--- src/rtl/instr_fetch_unit.sv ---
// Instruction fetch stage: owns the PC, drives the instruction_mem word address and holds
// the IF/ID register presented to decode over a valid/ready handshake.
module instr_fetch_unit #(
  parameter logic [31:0] PC_RESET   = 32'h0000_0000,
  parameter int          IMEM_DEPTH = 128
) (
  input  logic        clk,
  input  logic        rst_n,
  output logic [31:0] imem_addr,
  input  logic [31:0] imem_instr,
  input  logic        stall,
  input  logic        redirect_valid,
  input  logic        redirect_jump,
  input  logic [31:0] redirect_base_pc,
  input  logic [25:0] redirect_imm,
  output logic        out_valid,
  input  logic        out_ready,
  output logic [31:0] out_instr,
  output logic [31:0] out_pc,
  output logic [31:0] out_pc_plus4,
  output logic        halted,
  output logic        fault,
  output logic [31:0] fetch_count
);

  // state  | meaning
  // WARMUP | single idle cycle after reset release
  // RUN    | normal fetch, redirect and back-pressure handling
  // HALT   | SYSCALL fetched; drain the presented word, then idle until reset
  // FAULT  | fetch attempted out of range; idle until reset
  localparam logic [1:0] WARMUP = 2'd0;
  localparam logic [1:0] RUN    = 2'd1;
  localparam logic [1:0] HALT   = 2'd2;
  localparam logic [1:0] FAULT  = 2'd3;

  localparam logic [31:0] PC_LIMIT = 32'(IMEM_DEPTH * 4);
  localparam logic [31:0] SYSCALL  = 32'h0000_000C;

  logic [1:0]  state;
  logic [31:0] pc;
  logic [31:0] pc_plus4;
  logic [31:0] seq_base;
  logic [31:0] branch_target;
  logic [31:0] jump_target;
  logic [31:0] redirect_target;
  logic        fire;
  logic        transfer;
  logic        out_of_range;

  assign imem_addr = {2'b00, pc[31:2]};
  assign pc_plus4  = pc + 32'd4;

  // Both redirect flavours are relative to the instruction after the branch/jump.
  assign seq_base        = redirect_base_pc + 32'd4;
  assign branch_target   = seq_base + {{14{redirect_imm[15]}}, redirect_imm[15:0], 2'b00};
  assign jump_target     = {seq_base[31:28], redirect_imm, 2'b00};
  assign redirect_target = redirect_jump ? jump_target : branch_target;

  assign transfer     = out_valid && out_ready;
  assign fire         = !stall && (!out_valid || out_ready);
  assign out_of_range = pc >= PC_LIMIT;

  always_ff @(posedge clk or negedge rst_n) begin
    if (!rst_n) begin
      state        <= WARMUP;
      pc           <= PC_RESET;
      out_valid    <= 1'b0;
      out_instr    <= 32'd0;
      out_pc       <= 32'd0;
      out_pc_plus4 <= 32'd0;
      halted       <= 1'b0;
      fault        <= 1'b0;
      fetch_count  <= 32'd0;
    end else begin
      case (state)
        WARMUP: state <= RUN;
        RUN: begin
          if (redirect_valid) begin
            pc        <= redirect_target;
            out_valid <= 1'b0;
          end else if (fire) begin
            if (out_of_range) begin
              state     <= FAULT;
              fault     <= 1'b1;
              out_valid <= 1'b0;
            end else begin
              out_instr    <= imem_instr;
              out_pc       <= pc;
              out_pc_plus4 <= pc_plus4;
              out_valid    <= 1'b1;
              pc           <= pc_plus4;
              fetch_count  <= fetch_count + 32'd1;
              if (imem_instr == SYSCALL) begin
                state  <= HALT;
                halted <= 1'b1;
              end
            end
          end else if (transfer) begin
            out_valid <= 1'b0;
          end
        end
        HALT: begin
          if (transfer) out_valid <= 1'b0;
        end
        default: out_valid <= 1'b0;
      endcase
    end
  end

endmodule

--- config.mk ---
export PLATFORM = sky130hd
export DESIGN_NAME = instr_fetch_unit
export DESIGN_NICKNAME = d
export VERILOG_FILES = /design/src/rtl/instr_fetch_unit.sv
export SDC_FILE = /design/constraint.sdc
export NUM_CORES = 1
export LEC_CHECK = 0
export CAP_MARGIN = 20
export CELL_PAD_IN_SITES_DETAIL_PLACEMENT = 1
export CELL_PAD_IN_SITES_GLOBAL_PLACEMENT = 1
export CORE_ASPECT_RATIO = 0.5
export CORE_UTILIZATION = 48
export CTS_BUF_LIST = sky130_fd_sc_hd__clkbuf_2 sky130_fd_sc_hd__clkbuf_4 sky130_fd_sc_hd__clkbuf_8
export DETAILED_ROUTE_END_ITERATION = 7
export DONT_BUFFER_PORTS = 1
export PLACE_DENSITY_LB_ADDON = 0.08
export SYNTH_ARGS = -nofsm -noshare
export SYNTH_HDL_FRONTEND = slang
export SYNTH_SLANG_ARGS = --single-unit
export TNS_END_PERCENT = 1
--- constraint.sdc ---
create_clock -name clk -period 3.42 [get_ports clk]
set_input_delay 0.342 -clock clk [delete_from_list [all_inputs] [get_ports clk]]
set_output_delay 0.342 -clock clk [all_outputs]
set_load 0.02 [all_outputs]
==> metrics.txt, run 1 <==
most used cell, CP nor2_1; Worst Max-Slew Pin Slew 782 ps; Crit-path slowest cell or4_1; critical path's top delay family simple AND/OR/NAND/NOR gates; Layout fillers 2,061; I/O pin count 259; metal2 WL 11.7 mm; FMAX 0.322 GHz; initial antenna violation count 2; crit path cell chain nand3_2 > nor2_4 > nand4_4 > nor2_1 > buf_4 > nand3_1 > xnor2_1 > ha_1 > a21oi_1 > nor2_1 > nor3_1 > nand3b_1 > a211o_1 > and3_1 > or4_1 > a32o_1; sequential share of the synthesized area 44.9%; Netlist Area Pre-Place 9090 um2; largest net degree at the start of global routing 164; violation count after the first detailed-routing iteration 360; share of synthesized registers carrying an async set or reset 100%; Critical Path RT 3780 ps; hpwl dp 19.0 mm; DRC 0; Avg WL per Cell 21.2 um; via density per instance 5.71; EDFF count, synth 0; clock skew 24.6 ps; fraction of layout cells with a size suffix above 1 16.2%; cell count after synthesis 898; Mean Syn Cell Area 10.1 um2; met3 WL post-DR 1.79 mm; final setup vio count 0; clock sink count 163; Starting Density 49.2%; clock slew seen by the registers of the worst setup and hold paths 110 ps; Antenna Nets Post-Route 0; area leader, netlist dfrtp_1; core area 18,500 um2; number of global-route vias before repair 6,965; first-pass GRT wire length 40.2 mm; TritonCTS clock tree yes; Layout Cells excl Fill 1,190; Initial DRT Pass Iterations 6; status finished with violations; WP buf/inv 1; Placement Rows 35; Hold WS -434 ps; M1 WL 11.5 mm; CP endpoint kind flop; gr ovfl total 0; GPL Wtd Cong 0.892; top-area cell type share of the netlist area 44.9%; crit path launch type primary input; max-cap check violation count 0; PwrDens 481 nW/um2; Inst Count DP 1,146; max layer used met5; flops & latches, synth 163; Distinct cells, synth 65; GRT Total Usage 26.4%; most common cell after layout, fill and taps aside dfrtp_1; Layout area overhead 9.71%; worst skew pair latency 460 ps; PortBufs 0; CTS buffer count 17; Routed WL 25.2 mm; CP peak stage delay 400 ps; Max IR drop VDD 316 uV; Root Buffer clkbuf_8; chip height 99.3 um; main area contributors after synthesis dfrtp_1 (45%), xnor2_1 (5.7%), ha_1 (5.6%); vias 6,798; Final TNS setup 0 ps; final slew viol count 0; RSZ-0062 raised after global routing no; Period Utilization, post-route 90.7%; clk buf depth 2; ys flop type dfrtp_1; commonest non-fill, non-tap cells in the layout dfrtp_1 (163), nand2_1 (60), xnor2_1 (59); Die X 197 um; HP Class in2async; die area 19,500 um2; worst-path fanout max 4; violated checks negative hold slack; final hold violations 163; Slew headroom 47.4%; Min Clock Period, post-route 3100 ps; Setup CP Type in2reg; H-tree levels 4; YS warnings 0; Crit path arrival time 3460 ps; Leak 4.67 nW; Final #Nets 1,055
==> cell type report <==
| class | count | area (um2) | area share [%] |
|---|---|---|---|
| clock buffers | 18 | 241 | 2.42 |
| repair buffers | 66 | 523 | 5.24 |
| clock inverters | 14 | 140 | 1.40 |
| multi-input cells | 655 | 4610 | 46.3 |
| flip-flops and latches | 163 | 4080 | 40.9 |
| well taps | 259 | 324 | 3.25 |
| diodes | 1 | 2.50 | 0.0251 |
| inverters | 14 | 52.6 | 0.527 |
==> through the flow <==
stage / setup slack (ps) / hold slack (ps) / area [um2] / power (W) / utilization (%)
CTS: 346 / -468 / 9960 / 0.00484 / 53.9
global route: 134 / -473 / 9970 / 0.00504 / 54.0
global placement: -64.4 / 48.9 / 9480 / 0.00342 / 51.3
finish: 318 / -434 / 9980 / 0.00480 / 54.0
floorplan: 2.78 / 46.4 / 9130 / 0.00337 / -
detailed placement: -157 / 48.2 / 9480 / 0.00346 / 51.3
==> repair_timing <==
action / CTS / global route
hold buffers: 10 / 1
gates resized for setup: 0 / 0
hold endpoints to repair: 173 / 164
setup buffers: 0 / 0
==> cell usage after synthesis, drive strengths merged, types with 5 or more instances <==
cell / instances
a21o: 16
and4: 6
and2: 49
nor2b: 6
nor3: 17
a32oi: 9
mux2: 44
buf: 38
nand3: 36
inv: 14
a21oi: 46
and3: 17
xnor2: 59
dfrtp: 163
nand2b: 8
ha: 41
xor2: 27
mux2i: 6
a31oi: 5
nand4: 26
o21ai: 51
o21bai: 5
clkbuf: 29
nand2: 62
nor2: 52
nor4: 16
==> power breakdown <==
part	switching [W]	leakage (nW)	total, W	internal, W
sequential	0.000488	2.20	0.00260	0.00211
clock	0.000821	0.191	0.00137	0.000552
combinational	0.000437	2.28	0.000836	0.000399
total	0.00175	4.67	0.00480	0.00306
==> routing by layer <==
layer	GRT usage [%]	up-vias
li1	-	3203
met1	35.8	3413
met2	42.3	161
met3	7.70	19
met4	5.43	2
met5	0	-
==> sequential cells by signal (all words and copies together), names as in the netlist <==
register,cells
pc,32
state,2
fetch_count,32
out_valid,1
out_pc_plus4,30
halted,1
out_instr,32
fault,1
out_pc,32
==> logic make-up (layout without fill, tap and decap cells) <==
family	after synthesis	count (layout)	synth area share, %
DFF	163	163	44.9
AOI/OAI and AO/OA	167	167	11.8
buffers and inverters	81	112	4.77
xor gates and xnor gates	86	86	8.28
adders and majority gates	42	42	5.86
muxes	50	50	6.11
and+or+nand+nor	308	308	18.3
other	1	3	0.0412
==> worst paths after layout <==
check                                    start                to  slack (ps)  cells after the start
max                        redirect_base_pc[5]            pc[31]         320                     16
min                                      rst_n  out_pc_plus4[25]        -430                      0
max reg2reg                           state[1]   fetch_count[28]         500                      8
min reg2reg                              pc[1]             pc[1]         480                      2
max in group asynchronous                rst_n            pc[15]        3640                      0
min in group clk                imem_instr[18]     out_instr[18]          30                      1
==> worst register-to-register path: stages (launching register included) <==
cell     delay, ps
dfrtp_1        410
inv_1           80
ha_1           310
nor2b_1        200
nor3b_1        530
nand2_4        150
nor4_2         740
nand4_1        230
xnor2_1        180
Note: power is estimated with default switching activity, not from simulation.
==> run 2, diff against run 1 <==
--- a/config.mk
+++ b/config.mk
@@ -8,7 +8,7 @@
 export CAP_MARGIN = 20
 export CELL_PAD_IN_SITES_DETAIL_PLACEMENT = 1
 export CELL_PAD_IN_SITES_GLOBAL_PLACEMENT = 1
-export CORE_ASPECT_RATIO = 0.5
+export CORE_ASPECT_RATIO = 2
 export CORE_UTILIZATION = 48
 export CTS_BUF_LIST = sky130_fd_sc_hd__clkbuf_2 sky130_fd_sc_hd__clkbuf_4 sky130_fd_sc_hd__clkbuf_8
 export DETAILED_ROUTE_END_ITERATION = 7
==> run 2 against run 1 <==
Against the previous run: the flow still finishes with violations (negative hold slack); count of clock-buffer cells in the layout is 2 higher; sequential power about the same; setup slack got worse by 110 ps; wire length grew 4.8%; clock power about the same; first-iteration DRC count down 50%; combinational power grew 11%; global-route usage rose by 1.5 points; die area did not move; fmax decreased by 3.3%; critical endpoint unchanged.
==> metrics.txt, run 2 (synthesis gave the netlist of run 1 again) <==
hpwl dp 20.7 mm; violated checks negative hold slack; Setup CP Type in2reg; Min Clock Period, post-route 3210 ps; Worst Max-Slew Pin Slew 908 ps; PortBufs 0; first-pass GRT wire length 42.0 mm; PwrDens 487 nW/um2; Initial DRT Pass Iterations 4; clk buf depth 2; Comb pwr share 19.0%; Switching Share 35.3%; Crit path arrival time 3550 ps; final hold violations 163; Final WS setup 211 ps; worst-path fanout max 5; internal power 0.00317 W; GRT Total Usage 27.9%; initial antenna violation count 0; Avg WL per Cell 22.7 um; Switching Power 0.00173 W; most common cell after layout, fill and taps aside dfrtp_1; DRC 0; worst skew pair latency 450 ps; clock slew seen by the registers of the worst setup and hold paths 90 ps; Root Buffer clkbuf_8; Slew headroom 39.4%; status finished with violations; Hold WS -424 ps; H-tree levels 4; fraction of layout cells with a size suffix above 1 19.1%; FMAX 0.312 GHz; Leak 4.77 nW; Max IR drop VDD 253 uV; quantity of hold-fixing buffers added after cts 2; core area 18,400 um2; CP endpoint kind flop; clock skew 14.9 ps; Period Utilization, post-route 93.8%; CTS buffer count 17; RSZ-0062 raised after global routing no; Clock power frac 28.0%; final slew viol count 0; Antenna Nets Post-Route 0; TritonCTS clock tree yes; via density per instance 6.10; I/O pin count 259; max-cap check violation count 0; clock sink count 163; violation count after the first detailed-routing iteration 180; vias 7,115; Critical Path RT 3760 ps; Final #Nets 1,075; GPL Wtd Cong 0.901; chip height 197 um; Starting Density 49.4%; gr ovfl total 0; number of diodes 0; fin area 10,100 um2; die area 19,500 um2; largest net degree at the start of global routing 164; Placement Rows 70; crit path launch type primary input; sequential power share 53.0%; commonest non-fill, non-tap cells in the layout dfrtp_1 (163), buf_4 (83), nand2_1 (60); HP Class in2async; Layout area overhead 10.7%; Routed WL 26.4 mm; Post-DP Area 9660 um2; final setup vio count 0; Die X 99.3 um; worst slack at placement -346 ps; R2R cell count 8; number of global-route vias before repair 7,913
## run 2: cell count changes in the layout (fill, tap and decap cells not counted), moves of 2 or more
cell           change
inv_8              -4
buf_4             +28
dlygate4sd3_1      -9
clkinvlp_4         +2
## run 2: power groups by stage
stage | Clock (W) | Sequential (W) | Combinational (W)
after global placement | 0 | 0.00263 | 0.000884
after detailed placement | 0 | 0.00264 | 0.000925
after CTS | 0.00141 | 0.00260 | 0.000932
final | 0.00137 | 0.00260 | 0.000932
after global routing | 0.00149 | 0.00262 | 0.00104
after floorplan | 0 | 0.00232 | 0.00105
## run 2: area by class of cell
type / count / area, um2
clock buffer: 20 / 263
clock inverter: 12 / 124
fill: 2050 / 8320
inverter: 14 / 52.6
multi-input combinational: 655 / 4620
sequential: 163 / 4080
tap: 216 / 270
timing repair buffer: 86 / 663
## run 2: what timing repair did
item	4_1_cts	5_1_grt
endpoints found under the hold margin	165	163
setup endpoints to repair	0	1
setup buffers	0	0
resized for setup	0	1
## run 2: path summary, 6_finish.rpt
path,from,to,slack (ps)
max,redirect_base_pc[9],pc[31],210
min,rst_n,out_instr[9],-420
max reg2reg,pc[10],fetch_count[8],510
min reg2reg,pc[1],pc[1],490
max in group asynchronous,rst_n,out_pc[0],3570
min in group clk,imem_instr[22],out_instr[22],40
## run 2: metal layers
metal	up-vias	routed length, um	part of all wire [%]	GRT usage, %
met5	-	0	0	0
met4	0	1440	5.5	16.5
met3	78	1310	5.0	5.82
met2	249	14500	55	53.1
met1	3544	9200	35	26.9
li1	3244	-	-	-
## run 2: critical path, cell delays in order
cell and delay [ps]:
nand4_1 110, inv_1 70, nand2_1 60, buf_4 140, nor3_1 190, buf_4 180
nand2_1 80, xnor2_1 180, ha_1 310, a21oi_1 220, nand2_1 120, nor3_2 300
nand3b_1 140, a211o_1 260, and3_1 180, or4_1 400, a32o_1 270
## run 2: metrics by stage
stage	instances	utilization (%)	setup TNS [ps]	total power [W]
floorplan	899	-	0	0.00337
detailed placement	1132	52.5	-762	0.00356
finish	1166	54.8	0	0.00490
global route	1166	54.8	0	0.00514
CTS	1166	54.7	0	0.00494
global placement	1132	52.5	-423	0.00351
==> run 3, diff against run 2 <==
--- a/config.mk
+++ b/config.mk
@@ -5,6 +5,7 @@
 export SDC_FILE = /design/constraint.sdc
 export NUM_CORES = 1
 export LEC_CHECK = 0
+export ABC_AREA = 1
 export CAP_MARGIN = 20
 export CELL_PAD_IN_SITES_DETAIL_PLACEMENT = 1
 export CELL_PAD_IN_SITES_GLOBAL_PLACEMENT = 1
@@ -13,7 +14,7 @@
 export CTS_BUF_LIST = sky130_fd_sc_hd__clkbuf_2 sky130_fd_sc_hd__clkbuf_4 sky130_fd_sc_hd__clkbuf_8
 export DETAILED_ROUTE_END_ITERATION = 7
 export DONT_BUFFER_PORTS = 1
-export PLACE_DENSITY_LB_ADDON = 0.08
+export PLACE_DENSITY_LB_ADDON = 0.1
 export SYNTH_ARGS = -nofsm -noshare
 export SYNTH_HDL_FRONTEND = slang
 export SYNTH_SLANG_ARGS = --single-unit
==> run 3 against run 2 <==
Against the previous run: register-to-register slack better by 350 ps; critical path depth grew 2; non-clock buffer count down 65; sequential share of layout area shrank 4.1 points; wire length increased by 33%; count of clock-buffer cells in the layout up 1; total power rose by 8.6%; the flow still finishes with violations (negative hold slack); critical path type unchanged; final cell count rose by 52%; setup slack improved by 300 ps; combinational power is 15% higher; fmax is 10% higher; worst hold slack got worse by 8.3 ps.
==> metrics.txt, run 3 <==
top-area cell type share of the netlist area 37.8%; violated checks negative hold slack; largest net degree at the start of global routing 164; Distinct cells, synth 42; Slew headroom 28.4%; DRC 0; most common cell after layout, fill and taps aside nand2_1; CP endpoint kind flop; Root Buffer clkbuf_8; status finished with violations; worst skew pair latency 460 ps; Period Utilization, post-route 85.0%; Synth Area in XOR/XNOR 5.93%; YS warnings 0; WP buf/inv 2; top cells by count, synth nand2_1 (451), inv_1 (213), nor2_1 (184); first-pass GRT wire length 55.2 mm; clock sink count 163; Leak 5.87 nW; quantity of hold-fixing buffers added after cts 2; Placement Rows 77; crit path cell chain nand2_1 > inv_1 > nand4_1 > nor2_1 > nand2_1 > nor3_1 > xnor2_1 > inv_1 > ha_1 > nand2_1 > nor2_1 > and2_1 > nand3_1 > nand3_1 > nand2_1 > nand3_1 > nand2_1 > nand2_1 > nand2_1; Initial DRT Pass Iterations 4; RR Startpoint pc[27]; gr ovfl total 0; Synth Area in Compound Gates 8.54%; hpwl dp 28.7 mm; I/O pin count 259; Setup CP Type in2reg; vias 9,594; final setup vio count 0; commonest non-fill, non-tap cells in the layout nand2_1 (451), inv_1 (213), nor2_1 (184); Mean Syn Cell Area 7.14 um2; Die X 108 um; Max IR drop VDD 327 uV; area leader, netlist dfrtp_1; worst slack at placement 46.2 ps; max layer used met4; Synth Area in Simple Gates 30.5%; number of global-route vias before repair 10.6k; clock slew seen by the registers of the worst setup and hold paths 90 ps; post-cts resize count 0; RSZ-0062 raised after global routing no; core area 22,100 um2; Synth Area in Adders 4.94%; share of synthesized registers carrying an async set or reset 100%; GPL Wtd Cong 1.05; crit path launch type primary input; final slew viol count 0; EDFF count, synth 0; ys flop type dfrtp_1; sequential share of the synthesized area 37.8%; post-synthesis mux area share 0%; met3 WL post-DR 1.96 mm; Layout area overhead 4.04%; PortBufs 0; worst-path fanout max 5; chip height 214 um; Final #Nets 1,619; via density per instance 5.42; Layout fillers 2,887; Final WS setup 514 ps; FMAX 0.344 GHz; final hold violations 163; Netlist Area Pre-Place 10,800 um2; H-tree levels 4; clock skew 12.0 ps; clk buf depth 2; PwrDens 475 nW/um2; metal2 WL 19.6 mm; flops & latches, synth 163; fraction of layout cells with a size suffix above 1 6.49%; multi-input logic area 5390 um2; cell count after synthesis 1,511; Worst Max-Slew Pin Slew 1070 ps; die area 23,100 um2; Final TNS setup 0 ps; GRT Total Usage 31.7%; Worst Setup SP redirect_base_pc[5]; initial antenna violation count 1; Min Clock Period, post-route 2910 ps; Layout Cells excl Fill 1,771; Antenna Nets Post-Route 0; critical path's top delay family simple AND/OR/NAND/NOR gates; violation count after the first detailed-routing iteration 331; largest family of logic cells by synthesized area simple AND/OR/NAND/NOR gates; max-cap check violation count 0; main area contributors after synthesis dfrtp_1 (38%), nand2_1 (16%), inv_1 (7.4%); M1 WL 10.9 mm; final core occ 50.9%; Crit path arrival time 3260 ps; Starting Density 48.9%; Critical Path RT 3770 ps; Avg WL per Cell 19.8 um; post-CTS setup buffer count 0; most common cell in the netlist nand2_1; HP Class in2async; Hold WS -432 ps; Routed WL 35.0 mm; CTS buffer count 17; Register Area 4080 um2; CP peak stage delay 380 ps; most used cell, CP nand2_1; Crit-path slowest cell ha_1; TritonCTS clock tree yes; Inst Count DP 1,736
## run 3: changes by cell type after synthesis, moves of 29 or more
cell     before  now
and2_1       49    7
inv_1        14  213
mux2_2       44    0
nand2_1      62  451
nand3_1      35   65
nor2_1       51  184
o21ai_2       1   30
## run 3: path summary, 6_finish.rpt
path	end	slack, ps	depth (start not counted)
setup reg to reg	fetch_count[7]	860	8
hold / removal	out_instr[0]	-430	0
min in group clk	out_instr[9]	40	2
max in group asynchronous	fetch_count[11]	3520	0
setup / recovery	pc[25]	510	19
hold reg to reg	out_pc[1]	530	2
## run 3: power breakdown
part	leakage [nW]	internal, W	switching, W	total (W)
combinational	3.69	0.000382	0.000687	0.00107
sequential	1.97	0.00215	0.000615	0.00277
clock	0.214	0.000781	0.000707	0.00149
total	5.87	0.00332	0.00201	0.00532
## run 3: cells by family after synthesis
kind of cell / after synthesis
AND/OR/NAND/NOR: 794
buffers and inverters: 287
flip-flops: 163
AO/OA/AOI/OAI: 151
XOR/XNOR: 73
adder cells (fa/ha/maj): 42
other: 1
## run 3: routing by layer
layer  vias to the layer above  track usage (%)
li1                       4613                -
met1                      4584             27.1
met2                       288             61.7
met3                       109             6.73
met4                         0             21.6
met5                         -                0
## run 3: layout make-up
class	instances	area share, %
sequential	163	36.4
antenna	1	0.0223
clock buffer	21	2.46
multi-input combinational	1062	48.1
tap	276	3.08
inverter	216	7.24
timing repair buffer	21	1.45
clock inverter	11	1.34
## run 3: per-stage QoR
stage	total power (W)	area, um2
floorplan	0.00368	10800
global placement	0.00383	10800
detailed placement	0.00388	10800
CTS	0.00538	11200
global route	0.00563	11200
finish	0.00532	11200
